[src/rtl/dcache_pkg.sv]
// Shared definitions for the direct-mapped write-back data cache controller.
package dcache_pkg;

    typedef enum logic [1:0] {
        IDLE      = 2'd0,
        WRITEBACK = 2'd1,
        FETCH     = 2'd2,
        UPDATE    = 2'd3
    } state_e;

    localparam int unsigned           HIT_CNT_W   = 16;
    localparam logic [HIT_CNT_W-1:0]  HIT_CNT_MAX = 16'hFFFF;

endpackage

[src/rtl/cache_tag_match.sv]
// Tag comparator: a line hits when it is valid and its stored tag equals the request tag.
module cache_tag_match #(
    parameter int unsigned TAG_W = 3
) (
    input  logic             valid_i,
    input  logic [TAG_W-1:0] stored_tag_i,
    input  logic [TAG_W-1:0] req_tag_i,
    output logic             hit_o
);

    assign hit_o = valid_i && (stored_tag_i == req_tag_i);

endmodule

[src/rtl/dcache_ctrl.sv]
// Direct-mapped, write-back, write-allocate data cache controller with a
// writeback/fetch/update miss FSM and a saturating hit counter.
module dcache_ctrl
    import dcache_pkg::*;
#(
    parameter int unsigned TAG_W  = 3,
    parameter int unsigned IDX_W  = 3,
    parameter int unsigned OFF_W  = 2,
    parameter int unsigned WORD_W = 8
) (
    input  logic                         CLK,
    input  logic                         RESET_N,
    input  logic                         READ,
    input  logic                         WRITE,
    input  logic [TAG_W+IDX_W+OFF_W-1:0] ADDRESS,
    input  logic [WORD_W-1:0]            WRITEDATA,
    output logic [WORD_W-1:0]            READDATA,
    output logic                         BUSYWAIT,
    output logic                         MEM_READ,
    output logic                         MEM_WRITE,
    output logic [TAG_W+IDX_W-1:0]       MEM_ADDRESS,
    output logic [WORD_W*(2**OFF_W)-1:0] MEM_WRITEDATA,
    input  logic [WORD_W*(2**OFF_W)-1:0] MEM_READDATA,
    input  logic                         MEM_BUSYWAIT,
    output logic [15:0]                  HIT_COUNT
);

    localparam int unsigned LINES = 2 ** IDX_W;
    localparam int unsigned BLK_W = WORD_W * (2 ** OFF_W);

    logic [TAG_W-1:0] req_tag;
    logic [IDX_W-1:0] idx;
    logic [OFF_W-1:0] off;

    assign off     = ADDRESS[OFF_W-1:0];
    assign idx     = ADDRESS[OFF_W +: IDX_W];
    assign req_tag = ADDRESS[OFF_W+IDX_W +: TAG_W];

    state_e               state_q, state_d;
    logic [LINES-1:0]     valid_q, valid_d;
    logic [LINES-1:0]     dirty_q, dirty_d;
    logic [HIT_CNT_W-1:0] hit_cnt_q, hit_cnt_d;

    // Tag and block storage carry no reset; valid bits guard their contents.
    logic [TAG_W-1:0] tag_q  [LINES];
    logic [BLK_W-1:0] data_q [LINES];
    logic [BLK_W-1:0] data_d;
    logic             data_we;
    logic             tag_we;

    logic [BLK_W-1:0] cur_blk;
    logic [TAG_W-1:0] cur_tag;
    logic             hit;
    logic             req;
    logic             busy;

    assign cur_blk = data_q[idx];
    assign cur_tag = tag_q[idx];
    assign req     = READ || WRITE;

    cache_tag_match #(
        .TAG_W (TAG_W)
    ) u_tag_match (
        .valid_i      (valid_q[idx]),
        .stored_tag_i (cur_tag),
        .req_tag_i    (req_tag),
        .hit_o        (hit)
    );

    always_comb begin
        state_d       = state_q;
        valid_d       = valid_q;
        dirty_d       = dirty_q;
        hit_cnt_d     = hit_cnt_q;
        data_d        = cur_blk;
        data_we       = 1'b0;
        tag_we        = 1'b0;
        busy          = 1'b0;
        MEM_READ      = 1'b0;
        MEM_WRITE     = 1'b0;
        MEM_ADDRESS   = {req_tag, idx};
        MEM_WRITEDATA = '0;
        READDATA      = '0;

        unique case (state_q)
            IDLE: begin
                if (req) begin
                    if (hit) begin
                        // READ and WRITE together are resolved as a write.
                        if (WRITE) begin
                            data_d[off*WORD_W +: WORD_W] = WRITEDATA;
                            data_we                      = 1'b1;
                            dirty_d[idx]                 = 1'b1;
                        end else begin
                            READDATA = cur_blk[off*WORD_W +: WORD_W];
                        end
                        if (hit_cnt_q != HIT_CNT_MAX) begin
                            hit_cnt_d = hit_cnt_q + 1'b1;
                        end
                    end else begin
                        busy    = 1'b1;
                        state_d = (valid_q[idx] && dirty_q[idx]) ? WRITEBACK : FETCH;
                    end
                end
            end
            WRITEBACK: begin
                busy          = 1'b1;
                MEM_WRITE     = 1'b1;
                MEM_ADDRESS   = {cur_tag, idx};
                MEM_WRITEDATA = cur_blk;
                if (!MEM_BUSYWAIT) begin
                    state_d = FETCH;
                end
            end
            FETCH: begin
                busy     = 1'b1;
                MEM_READ = 1'b1;
                if (!MEM_BUSYWAIT) begin
                    state_d = UPDATE;
                end
            end
            UPDATE: begin
                busy         = 1'b1;
                data_d       = MEM_READDATA;
                data_we      = 1'b1;
                tag_we       = 1'b1;
                valid_d[idx] = 1'b1;
                dirty_d[idx] = 1'b0;
                state_d      = IDLE;
            end
        endcase
    end

    // A miss request held through reset must not show a stall.
    assign BUSYWAIT  = busy && RESET_N;
    assign HIT_COUNT = hit_cnt_q;

    always_ff @(posedge CLK or negedge RESET_N) begin
        if (!RESET_N) begin
            state_q   <= IDLE;
            valid_q   <= '0;
            dirty_q   <= '0;
            hit_cnt_q <= '0;
        end else begin
            state_q   <= state_d;
            valid_q   <= valid_d;
            dirty_q   <= dirty_d;
            hit_cnt_q <= hit_cnt_d;
        end
    end

    always_ff @(posedge CLK) begin
        if (data_we) begin
            data_q[idx] <= data_d;
        end
        if (tag_we) begin
            tag_q[idx] <= req_tag;
        end
    end

endmodule

[config.mk]
export PLATFORM = sky130hd
export DESIGN_NAME = dcache_ctrl
export DESIGN_NICKNAME = d
export VERILOG_FILES = /design/src/rtl/dcache_pkg.sv /design/src/rtl/cache_tag_match.sv /design/src/rtl/dcache_ctrl.sv
export SDC_FILE = /design/constraint.sdc
export NUM_CORES = 1
export LEC_CHECK = 0
export BUFFER_PORTS_ARGS = -buffer_cell sky130_fd_sc_hd__buf_2
export CAP_MARGIN = 20
export CELL_PAD_IN_SITES_DETAIL_PLACEMENT = 0
export CELL_PAD_IN_SITES_GLOBAL_PLACEMENT = 2
export CORE_UTILIZATION = 35
export DETAILED_ROUTE_END_ITERATION = 10
export PLACE_DENSITY_LB_ADDON = 0.05
export SLEW_MARGIN = 10
export SYNTH_ARGS = -nofsm -noshare
export SYNTH_HDL_FRONTEND = slang
export SYNTH_SLANG_ARGS = --single-unit
[constraint.sdc]
create_clock -name CLK -period 12.35 [get_ports CLK]
set_input_delay 2.47 -clock CLK [delete_from_list [all_inputs] [get_ports CLK]]
set_output_delay 2.47 -clock CLK [all_outputs]
set_load 0.01 [all_outputs]
==> impl_metrics.csv <==
group,metric,value,unit
status,status,"finished clean",
floorplan,core,38830,µm²
detailed_routing,viasPerCell,5.593,
worst_setup_path,cp.required,9880,ps
clock_tree,cts_tree,"yes",
worst_hold_path,hold_path_class,"flip-flop to flip-flop",
floorplan,die-area,40370,µm²
clock_tree,postCtsHoldBufs,0,
final_layout,multi_input_comb_area,4229,µm²
final_layout,seq_area,9259,µm²
sta,hold_violations,0,
clock_tree,cts.path.max_buffers,3,
flow_run,cap_violations,0,
detailed_routing,wl_per_cell,28.15,µm
sta,slew_headroom,32.18,%
global_routing,grt_pass1_wl,65.47,mm
sta,tns,0,ps
floorplan,fp.dieH,200.9,µm
pwr,p_total,3.412,mW
logic_synthesis,syn_inst,948,
logic_synthesis,yosysMostFrequentCell,"edfxtp_1",
detailed_routing,wirelength,45.51,mm
logic_synthesis,synth_top_area_share,60.72,%
detailed_routing,drtIter0Drc,760,
placed_design,hpwl,29.01,mm
clock_tree,cts.root.buffer_cell,"clkbuf_16",
logic_synthesis,avgSynthCellArea,14.61,µm²
global_routing,gr-total-overflow,0,
global_routing,grt_pass1_vias,9165,
placed_design,place.gp.congestion,0.7707,
worst_setup_path,path_class,"input port to primary output",
sta,slew_violations,0,
global_routing,antenna_found_initial,2,
sta,hold_ws,465.7,ps
worst_setup_path,start_kind,"input port",
detailed_routing,drtPass1Iterations,5,
floorplan,start_util,35.67,%
clock_tree,cts_resized,0,
global_routing,grt_max_degree,51,
placed_design,port_buffers,117,
global_routing,grt_util_all_layers,22.67,%
sta,tightestPinTransition,1007,ps
logic_synthesis,yosys-top-cells-count,"280 x edfxtp_1, 78 x nor2_1, 38 x and2_1",
logic_synthesis,seq_area_frac_synth,66.86,%
sta,clock_skew,23.89,ps
final_layout,final_core_util,41.89,%
logic_synthesis,synth_ff_type,"edfxtp_1",
logic_synthesis,async_flop_share,10.83,%
clock_tree,post_cts_buffers,0,
final_layout,nets,1139,
clock_tree,numCtsBuffers,38,
detailed_routing,via_count,9044,
final_layout,final_layout_size_suffix_gt1_share,24.86,%
logic_synthesis,yosysWarnings,0,
clock_tree,cts.sinks,314,
final_layout,fill_cells,3583,
logic_synthesis,yosys.area.top_type,"edfxtp_1",
sta,period_needed,8613,ps
logic_synthesis,syn-num-nets,1012,
floorplan,die_w,200.9,µm
clock_tree,clk_pin_slew,50,ps
sta,rsz0062_at_grt,"false",
floorplan,fp-row-count,72,
pwr,peakVddDrop,0.09150,mV
worst_setup_path,critical_path_arrival,6140,ps
final_layout,area_delta_synth_final,17.46,%
detailed_routing,ant_nets,0,
logic_synthesis,synth_edf_count,280,
sta,fin_crit_sh,69.74,%
logic_synthesis,synth-seq-cells,314,
sta,setup_violations,0,
floorplan,io_pins,118,
pwr,leakage,5.932,nW
logic_synthesis,synth_cell_types,61,
detailed_routing,drc_errors,0,
sta,fmax,0.1161,GHz
logic_synthesis,syn-cell-area,13850,µm²
worst_setup_path,crit_fanout,49,
worst_setup_path,end_kind,"primary output",
clock_tree,insertion_delay,540,ps
logic_synthesis,ys_top_cells_by_area,"edfxtp_1 61%, dfrtp_1 6.1%, mux4_2 3.6%",
clock_tree,htreeDepth,2,
pwr,p_per_area,209.8,nW/µm²
-- logic make-up after synthesis --
family | synth area share, %
simple gates | 8.701
mux | 7.915
flops | 66.86
xor+xnor | 1.012
buf+inv | 2.991
fa+ha+maj | 0.9938
compound gates | 11.53
-- cell type report --
cell class | instances | share of cell area, %
tap | 518 | 3.985
sequential | 314 | 56.92
inverter | 22 | 0.5077
timing repair buffer | 150 | 5.138
multi-input combinational | 549 | 26.00
antenna | 1 | 0.01538
clock buffer | 45 | 6.138
clock inverter | 18 | 1.292
-- layout by cell type, fill, tap and decap left out, drive strengths merged, types with 4 or more instances in the layout --
cell | netlist | layout
a21o | 6 | 6
buf | 31 | 150
nor2 | 78 | 78
nand2 | 33 | 33
clkinv | 2 | 13
mux4 | 22 | 22
or2 | 9 | 9
mux2i | 33 | 33
mux2 | 24 | 24
a21oi | 31 | 31
clkbuf | 32 | 45
a31oi | 7 | 7
a22oi | 28 | 28
dfrtp | 34 | 34
inv | 20 | 20
a211oi | 10 | 10
nand4 | 5 | 5
bufinv | 0 | 4
o221ai | 4 | 4
o211ai | 4 | 4
edfxtp | 280 | 280
nor2b | 15 | 15
nor4 | 4 | 4
o21ai | 13 | 13
a21boi | 7 | 7
xor2 | 13 | 13
a22o | 14 | 14
nand3 | 10 | 10
and2 | 39 | 39
a221o | 36 | 36
and3 | 9 | 9
nor3 | 25 | 25
ha | 11 | 11
a221oi | 31 | 31
-- registers in the layout (all words and copies together) (netlist names), named ones only --
register,flops
valid_q,8
state_q,2
data_q,256
tag_q,24
HIT_COUNT,16
-- report_power, final --
part / internal, mW / leakage [nW] / switching (mW)
sequential: 1.44 / 2.94 / 0.0336
clock: 0.659 / 0.575 / 0.423
combinational: 0.251 / 2.42 / 0.602
total: 2.35 / 5.93 / 1.06
-- metrics by stage --
stage          cell area (µm²)  worst slack (ps)  instances
6_report                 16270              3737       1617
3_5_place_dp             15050              3803       1552
3_3_place_gp             15050              3835       1552
4_1_cts                  16260              3784       1615
2_1_floorplan            13850              4665        948
5_1_grt                  16260              3530       1616
-- worst paths after layout --
| check | from | to | slack, ps | cells after the start |
|---|---|---|---|---|
| max reg2reg | tag_q[0][0] | data_q[3][0] | 8570 | 7 |
| min in group asynchronous | RESET_N | valid_q[0] | 2000 | 2 |
| min | valid_q[2] | valid_q[2] | 470 | 1 |
| max | ADDRESS[4] | READDATA[3] | 3740 | 10 |
| min reg2reg | valid_q[2] | valid_q[2] | 470 | 1 |
| max in group asynchronous | RESET_N | HIT_COUNT[7] | 9980 | 2 |
-- critical path, cell delays in order --
cell and delay [ps]:
buf_2 410, buf_4 700, nor2_1 270, a22o_1 300
o21a_1 200, nor4_4 360, nand3_1 250, or3_1 690
nor2_1 230, buf_2 150
-- routing by layer --
metal,wire [µm],track usage [%],up-vias
met5,0,0,-
met4,866,5.998,0
met3,2907,4.708,55
met2,21670,36.65,341
met1,20070,30.94,4667
li1,-,-,3981
Note: power is estimated with default switching activity, not from simulation.
